## config.mk

```make
export PLATFORM = sky130hd
export DESIGN_NAME = board_input_cond
export DESIGN_NICKNAME = d
export VERILOG_FILES = /design/src/rtl/board_io_pkg.sv /design/src/rtl/input_cond_ch.sv /design/src/rtl/board_input_cond.sv
export SDC_FILE = /design/constraint.sdc
export NUM_CORES = 1
export LEC_CHECK = 0
export ABC_AREA = 1
export CORE_UTILIZATION = 40
export CTS_BUF_LIST = sky130_fd_sc_hd__clkbuf_2
export DETAILED_ROUTE_END_ITERATION = 10
export SLEW_MARGIN = 20
export SYNTH_ARGS = -nofsm -noshare
export SYNTH_HDL_FRONTEND = slang
export SYNTH_SLANG_ARGS = --single-unit
```

## constraint.sdc

```tcl
create_clock -name Clock -period 2.1 [get_ports Clock]
set_input_delay 0.21 -clock Clock [delete_from_list [all_inputs] [get_ports Clock]]
set_output_delay 0.21 -clock Clock [all_outputs]
set_load 0.01 [all_outputs]
```

## src/rtl/board_io_pkg.sv

```systemverilog
// Board-level constants and helpers shared by the input-conditioning blocks.
// DE10-Lite defaults: 10 slide switches followed by 2 active-low push buttons.
package board_io_pkg;

  localparam int BOARD_NUM_SW  = 10;
  localparam int BOARD_NUM_BTN = 2;
  localparam int BOARD_NUM_CH  = BOARD_NUM_SW + BOARD_NUM_BTN;
  localparam int CLK_HZ        = 50_000_000;

  // Buttons sit in the top two bits and idle high on the board.
  localparam logic [BOARD_NUM_CH-1:0] BOARD_ACTIVE_LOW_MASK = 12'hC00;

  typedef struct packed {
    logic rise;
    logic fall;
    logic hold;
  } ch_evt_t;

  function automatic int ms_to_cycles(int ms);
    return ms * (CLK_HZ / 1000);
  endfunction

endpackage

```

## src/rtl/input_cond_ch.sv

```systemverilog
// One board-input channel: polarity fix, synchroniser, debounce and hold
// detection, producing a clean level plus single-cycle event pulses.
module input_cond_ch
  import board_io_pkg::*;
#(
  parameter int SYNC_STAGES     = 2,
  parameter int DEBOUNCE_CYCLES = 4,
  parameter int HOLD_CYCLES     = 10,
  parameter bit ACTIVE_LOW      = 1'b0
) (
  input  logic    clk_i,
  input  logic    rst_ni,
  input  logic    raw_i,
  output logic    level_o,
  output ch_evt_t evt_o
);

  localparam int DW = $clog2(DEBOUNCE_CYCLES + 1);
  localparam int HW = (HOLD_CYCLES > 0) ? $clog2(HOLD_CYCLES + 1) : 1;

  logic [SYNC_STAGES-1:0] sync_q;
  logic                   sync;
  logic [DW-1:0]          db_cnt_q, db_cnt_d;
  logic                   level_q, level_d;
  logic                   rise_q, rise_d;
  logic                   fall_q, fall_d;
  logic                   hold_w;
  logic                   mismatch, settle;

  // Only the first stage sees the asynchronous pin.
  always_ff @(posedge clk_i or negedge rst_ni) begin
    if (!rst_ni) sync_q <= '0;
    else         sync_q <= {sync_q[SYNC_STAGES-2:0], raw_i ^ ACTIVE_LOW};
  end

  assign sync = sync_q[SYNC_STAGES-1];

  // Any reversion to the current level restarts the count from zero.
  always_comb begin
    mismatch = (sync != level_q);
    settle   = mismatch && (db_cnt_q == DW'(DEBOUNCE_CYCLES - 1));
    db_cnt_d = '0;
    level_d  = level_q;
    rise_d   = 1'b0;
    fall_d   = 1'b0;
    if (settle) begin
      level_d = sync;
      rise_d  = sync;
      fall_d  = ~sync;
    end else if (mismatch) begin
      db_cnt_d = db_cnt_q + DW'(1);
    end
  end

  always_ff @(posedge clk_i or negedge rst_ni) begin
    if (!rst_ni) begin
      db_cnt_q <= '0;
      level_q  <= 1'b0;
      rise_q   <= 1'b0;
      fall_q   <= 1'b0;
    end else begin
      db_cnt_q <= db_cnt_d;
      level_q  <= level_d;
      rise_q   <= rise_d;
      fall_q   <= fall_d;
    end
  end

  if (HOLD_CYCLES > 0) begin : g_hold
    logic [HW-1:0] hold_cnt_q, hold_cnt_d;
    logic          hold_q, hold_d;

    // A fall landing on the saturation edge suppresses the hold event.
    always_comb begin
      hold_cnt_d = hold_cnt_q;
      if (!level_q)                            hold_cnt_d = '0;
      else if (hold_cnt_q != HW'(HOLD_CYCLES)) hold_cnt_d = hold_cnt_q + HW'(1);
      hold_d = level_q && !fall_d && (hold_cnt_q == HW'(HOLD_CYCLES - 1));
    end

    always_ff @(posedge clk_i or negedge rst_ni) begin
      if (!rst_ni) begin
        hold_cnt_q <= '0;
        hold_q     <= 1'b0;
      end else begin
        hold_cnt_q <= hold_cnt_d;
        hold_q     <= hold_d;
      end
    end

    assign hold_w = hold_q;
  end else begin : g_nohold
    assign hold_w = 1'b0;
  end

  assign level_o = level_q;
  assign evt_o   = '{rise: rise_q, fall: fall_q, hold: hold_w};

endmodule

```

## src/rtl/board_input_cond.sv

```systemverilog
// Conditions raw board switches/buttons into debounced levels and event
// pulses for the core; one independent channel per pin.
module board_input_cond
  import board_io_pkg::*;
#(
  parameter int                NUM_CH          = BOARD_NUM_CH,
  parameter int                SYNC_STAGES     = 2,
  parameter int                DEBOUNCE_CYCLES = 1_000_000,
  parameter int                HOLD_CYCLES     = 50_000_000,
  parameter logic [NUM_CH-1:0] ACTIVE_LOW_MASK = NUM_CH'(BOARD_ACTIVE_LOW_MASK)
) (
  input  logic              Clock,
  input  logic              Rst,
  input  logic [NUM_CH-1:0] RawIn,
  output logic [NUM_CH-1:0] Level,
  output logic [NUM_CH-1:0] RisePulse,
  output logic [NUM_CH-1:0] FallPulse,
  output logic [NUM_CH-1:0] HoldPulse,
  output logic              AnyEvent
);

  for (genvar i = 0; i < NUM_CH; i++) begin : g_ch
    ch_evt_t evt;

    input_cond_ch #(
      .SYNC_STAGES    (SYNC_STAGES),
      .DEBOUNCE_CYCLES(DEBOUNCE_CYCLES),
      .HOLD_CYCLES    (HOLD_CYCLES),
      .ACTIVE_LOW     (ACTIVE_LOW_MASK[i])
    ) u_ch (
      .clk_i  (Clock),
      .rst_ni (Rst),
      .raw_i  (RawIn[i]),
      .level_o(Level[i]),
      .evt_o  (evt)
    );

    assign RisePulse[i] = evt.rise;
    assign FallPulse[i] = evt.fall;
    assign HoldPulse[i] = evt.hold;
  end

  assign AnyEvent = |(RisePulse | FallPulse);

endmodule

```

Yosys cells after proc, flatten, opt, wreduce, memory -nomap -nowiden
Cells that the tools add are included.
Widths: inputs -> output; s select.
- flip-flop bits (word level): 624
- bits of input ports: 14
- output and inout port bits: 49
- logic and storage cells: 304
- add/sub/neg operators: 24
- eq/ne operators: 60
- bitwise logic cells: 15
- multiplexer cells: 72
- reductions and logical operators: 49
- operators by type and width (operator ; number):
    $mux 26 ; 24
    $mux 20 ; 24
    $add 26x1->26 const B ; 12
    $eq 26x26->1 const B ; 12
    $ne 26x26->1 const B ; 12
    $add 20x1->20 const B ; 12
    $eq 20x20->1 const B ; 12
    $logic_and 1x1->1 ; 36
    $mux 1 ; 24
    $ne 2x2->1 const B ; 12
    $not 1->1 ; 14
    $logic_not 1->1 ; 12
    $ne 1x1->1 ; 12
    $or 12x12->12 ; 1
    $reduce_or 12->1 ; 1

Depth between registers and ports, before layout
- word-level depth: 6
- mapped depth: 11

Cells and area by module
Synthesis repeated with hierarchy kept, for this count alone.
- cells, all modules: 5321
- area total of the unflattened synthesis: 36817.8 um^2
- modules (own cells, without submodules) (module ; instances ; sequential area each (um^2) ; area an instance (um^2) ; cells an instance):
    input_cond_ch at g_ch[0].u_ch ... ; 9 ; 1301.2 ; 3067.9 ; 444
    input_cond_ch at g_ch[10].u_ch ... ; 2 ; 1301.2 ; 3001.6 ; 426
    input_cond_ch at g_ch[3].u_ch ; 1 ; 1301.2 ; 3119.2 ; 451
    board_input_cond ; 1 ; 0.0 ; 83.8 ; 22

Least setup slack after synthesis
OpenSTA, ideal clock, no wires.
- kind: reg2reg
- from: register g_ch[6].u_ch.g_hold.hold_cnt_q[0]
- to: register g_ch[6].u_ch.g_hold.hold_cnt_q[10]
- path slack: 0.657 ns
- required time: 1.977 ns
- cell stages (with the launch flop): 9
- arrival: 1.320 ns
- clock period less this slack: 1.443 ns
- path buffers: 0
- path through: dfrtp_1 -> ha_1 -> nand2_1 -> nor2_4 -> nand2_1 -> inv_1 -> nand2_1 -> o21ai_0 -> a21oi_1
- longest elaborated chain between the ends: 3
- RTL lines (item ; line ; text):
    from (decl) ; input_cond_ch.sv:70 ; logic [HW-1:0] hold_cnt_q, hold_cnt_d;
    from (signal assigned) ; input_cond_ch.sv:86 ; hold_cnt_q <= hold_cnt_d;
    $add 26x1->26 ; input_cond_ch.sv:77 ; else if (hold_cnt_q != HW'(HOLD_CYCLES)) hold_cnt_d = hold_cnt_q + HW'(1);
    $mux 26 ; input_cond_ch.sv:77 ;
    $mux 26 ; input_cond_ch.sv:76 ; if (!level_q) hold_cnt_d = '0;
Parallel ways exist; a longest one is shown, timed or not. The select of a mux whose other input is x is not followed.
A chain may end at the register's enable or synchronous reset.

Worst setup path after layout
- from: register g_ch[7].u_ch.rise_q
- to: output port AnyEvent
- longest elaborated chain between the ends: 2
- RTL lines (item ; line ; text):
    from (decl) ; input_cond_ch.sv:25 ; logic rise_q, rise_d;
    from (signal assigned) ; input_cond_ch.sv:64 ; rise_q <= rise_d;
    $or 12x12->12 ; board_input_cond.sv:43 ; assign AnyEvent = |(RisePulse | FallPulse);
    $reduce_or 12->1 ; board_input_cond.sv:43 ;
    to (decl) ; board_input_cond.sv:19 ; output logic AnyEvent
No other way between the ends.

==> flow_metrics.env <==
export IMPL_synth_top_area_share=0.437
export IMPL_cp_top_family="simple AND/OR/NAND/NOR gates"
export IMPL_root_buffer="clkbuf_2"
export IMPL_min_period_ps=2990
export IMPL_drive_gt1_frac=0.101
export IMPL_setup_slack_ps=-891
export IMPL_path_clk_slew_ps=90
export IMPL_tightest_slew_ps=891
export IMPL_fillers=9268
export IMPL_num_vias=31424
export IMPL_core_mm2=0.0884
export IMPL_syn_avg_cell_area_um2=7.02
export IMPL_clkSinkCount=624
export IMPL_cts_tree="yes"
export IMPL_regArea_mm2=0.0156
export IMPL_io_pins=63
export IMPL_post_drt_wl_per_cell_um=12.5
export IMPL_crit_path_start_kind="flip-flop"
export IMPL_die_w_um=301
export IMPL_first_global_vias=30063
export IMPL_htreeDepth=4
export IMPL_antenna_found_initial=1
export IMPL_grt_max_degree=98
export IMPL_drc=0
export IMPL_syn_num_nets=5137
export IMPL_dpl_cell_area_mm2=0.0378
export IMPL_p_total_mw=21.6
export IMPL_outcome="finished, violations left"
export IMPL_numCtsBuffers=174
export IMPL_clock_latency_ps=1380
export IMPL_clk_path_buf_depth=3
export IMPL_routed_via_density=4.75
export IMPL_synth_area_leaders="dfrtp_1, nand2_1, nor2_1"
export IMPL_slew_headroom=0.406
export IMPL_yosysTopAreaCell="dfrtp_1"
export IMPL_fmax_mhz=334
export IMPL_grt_use_total=0.188
export IMPL_grt_pass1_wl_um=142000
export IMPL_fin_hold_ws_ps=347
export IMPL_cp_buffers_inverters=2
export IMPL_synth_area_mm2=0.0357
export IMPL_max_cap_violations=0
export IMPL_irDropWorstVdd_uv=402
export IMPL_drt_iter0_drc=1962
export IMPL_initial_core_util=0.404
export IMPL_crit_path_top_delay_cell="dfrtp_1"
export IMPL_slew_violations=0
export IMPL_syn_to_final_growth_pct=11.8
export IMPL_dieHeight_um=301
export IMPL_finClkSkew_ps=89.7
export IMPL_drt_total_wl_um=82700
export IMPL_cp_end_kind="primary output"
export IMPL_synth_seq_area_share=0.437
export IMPL_multiInputGateArea_mm2=0.0175
export IMPL_violations="negative setup slack"
export IMPL_grt_ovfl_total=0
export IMPL_hp_class="flip-flop to flip-flop"
export IMPL_pre_cts_ws_ps=-241
export IMPL_power_density_mw_per_mm2=541
export IMPL_critical_path_cell_chain="nor4_4 -> buf_4 -> and2_0 -> nand3b_1 -> buf_2"
export IMPL_dieArea_mm2=0.0905
export IMPL_placed_cells=6279
export IMPL_fin_nets=5388
export IMPL_critical_path_class="flip-flop to primary output"
export IMPL_setup_viol=26
export IMPL_p_leak_nw=17.5
export IMPL_gp_congestion=0.904
export IMPL_post_synth_num_cell_types=47
export IMPL_slowest_delay_ps=420
export IMPL_finalHoldViolations=0
export IMPL_place_hpwl_um=59800
export IMPL_critPathArrivalTime_ps=2780
export IMPL_rows=109
export IMPL_portBuffers=62
export IMPL_required_ps=1890
export IMPL_ys_seq_elements=624
export IMPL_crit_fanout=2
export IMPL_firstDrtPassIters=6
export IMPL_fin_crit_sh=1.42
export IMPL_final_area_mm2=0.0399
export IMPL_ant_nets=0
export IMPL_yosys_warnings=0
export IMPL_rsz0062_at_grt="true"
export IMPL_synth_cells=5087
export IMPL_final_cells=6622
==> cells in the mapped netlist (all sizes together) <==
| library cell | number |
|---|---|
| ha | 36 |
| and2 | 16 |
| nor2b | 2 |
| a2bb2oi | 4 |
| nor3 | 113 |
| and3 | 4 |
| a31oi | 7 |
| nand3b | 6 |
| o21ai | 95 |
| o21a | 1 |
| o211a | 1 |
| nand3 | 413 |
| or2 | 7 |
| clkinv | 2 |
| o21bai | 12 |
| xor2 | 107 |
| buf | 75 |
| nor2 | 1329 |
| nor4 | 6 |
| inv | 572 |
| clkbuf | 16 |
| nand4 | 69 |
| a22oi | 1 |
| a21oi | 131 |
| nand2 | 1353 |
| a211oi | 3 |
| nor3b | 17 |
| xnor2 | 65 |
| dfrtp | 624 |
==> worst paths after layout <==
path / from / to / slack (ps) / depth (start not counted)
min in group asynchronous: Rst / g_ch[10].u_ch.g_hold.hold_cnt_q[1]$_DFFE_PN0P_ / 450 / 5
hold / removal: g_ch[1].u_ch.sync_q[0]$_DFF_PN0_ / g_ch[1].u_ch.sync_q[1]$_DFF_PN0_ / 350 / 0
max in group asynchronous: Rst / g_ch[7].u_ch.level_o$_DFFE_PN0P_ / 790 / 6
hold reg to reg: g_ch[1].u_ch.sync_q[0]$_DFF_PN0_ / g_ch[1].u_ch.sync_q[1]$_DFF_PN0_ / 350 / 0
setup reg to reg: g_ch[7].u_ch.level_o$_DFFE_PN0P_ / g_ch[7].u_ch.db_cnt_q[14]$_DFF_PN0_ / 240 / 8
setup / recovery: g_ch[7].u_ch.rise_q$_DFF_PN0_ / AnyEvent / -890 / 5
==> cells in the final DEF, fill, tap and decap left out, types with 13 or more instances in the layout <==
cell type      Yosys  final
a21oi_1          120    120
and2_1            13     13
buf_12             0     13
buf_2             21     13
buf_4             51     59
buf_6              0     37
clkbuf_2           1    244
clkinv_1           2     35
dfrtp_1          624    616
dlygate4sd3_1      0     27
ha_1              36     36
inv_1            556    556
inv_2             16     19
nand2_1         1326   1325
nand2_2           26     27
nand3_1          406    406
nand4_1           69     69
nor2_1          1259   1259
nor2_2            45     45
nor2_4            25     25
nor3_1           105    105
nor3b_1           15     15
o21ai_0           95     95
xnor2_1           64     64
xor2_1           107    107
==> metrics by stage <==
stage / utilization / TNS [ps]
after CTS: 0.453 / -14780
after detailed placement: 0.428 / -241
final: 0.452 / -2120
after global placement: 0.428 / -254
after floorplan: - / 0
after global routing: 0.452 / -12100
==> cells by family (layout without fill, tap and decap cells) <==
family / Yosys count / after routing / synth area share
flip-flops: 624 / 624 / 0.437
buffers and inverters: 665 / 1034 / 0.0760
XOR/XNOR: 172 / 172 / 0.0427
adder cells (fa/ha/maj): 36 / 36 / 0.0126
other: 0 / 1 / 0
AND/OR/NAND/NOR: 3335 / 3335 / 0.392
AO/OA/AOI/OAI: 255 / 255 / 0.0397
==> what timing repair did <==
action	4_1_cts	5_1_grt
pin swaps	1	2
cloned	2	0
resized for setup	276	6
setup buffers	25	1
endpoints found under the setup margin	49	49
hold buffers	28	0
endpoints found under the hold margin	636	0
==> power breakdown <==
part           internal, mW  switching (mW)  total [mW]
Combinational         0.203           0.418       0.621
Sequential             12.1          0.0632        12.1
Clock                  3.60            5.24        8.84
==> final cells by class <==
type                    count  area share
repair buffers            166      0.0424
clock buffers             244      0.0306
inverters                 574      0.0540
diodes                      1   0.0000627
well taps                1165      0.0365
clock inverters            50     0.00787
flip-flops and latches    624       0.391
multi-input cells        3798       0.437
==> state kept, by name, indices dropped and copies added, names as in the netlist <==
name                         cells
g_ch.u_ch.fall_q                12
g_ch.u_ch.g_hold.hold_q         12
g_ch.u_ch.db_cnt_q             240
g_ch.u_ch.level_o               12
g_ch.u_ch.g_hold.hold_cnt_q    312
g_ch.u_ch.sync_q                24
g_ch.u_ch.rise_q                12
==> metal layers <==
layer  GRT usage  vias to the layer above  wire [um]
met2       0.298                      488      37300
met4      0.0734                        0       2400
met3      0.0407                      170       3550
met1       0.249                    14321      39400
met5           0                        -          0
li1            -                    16445          -
(Power assumes the default switching activity.)
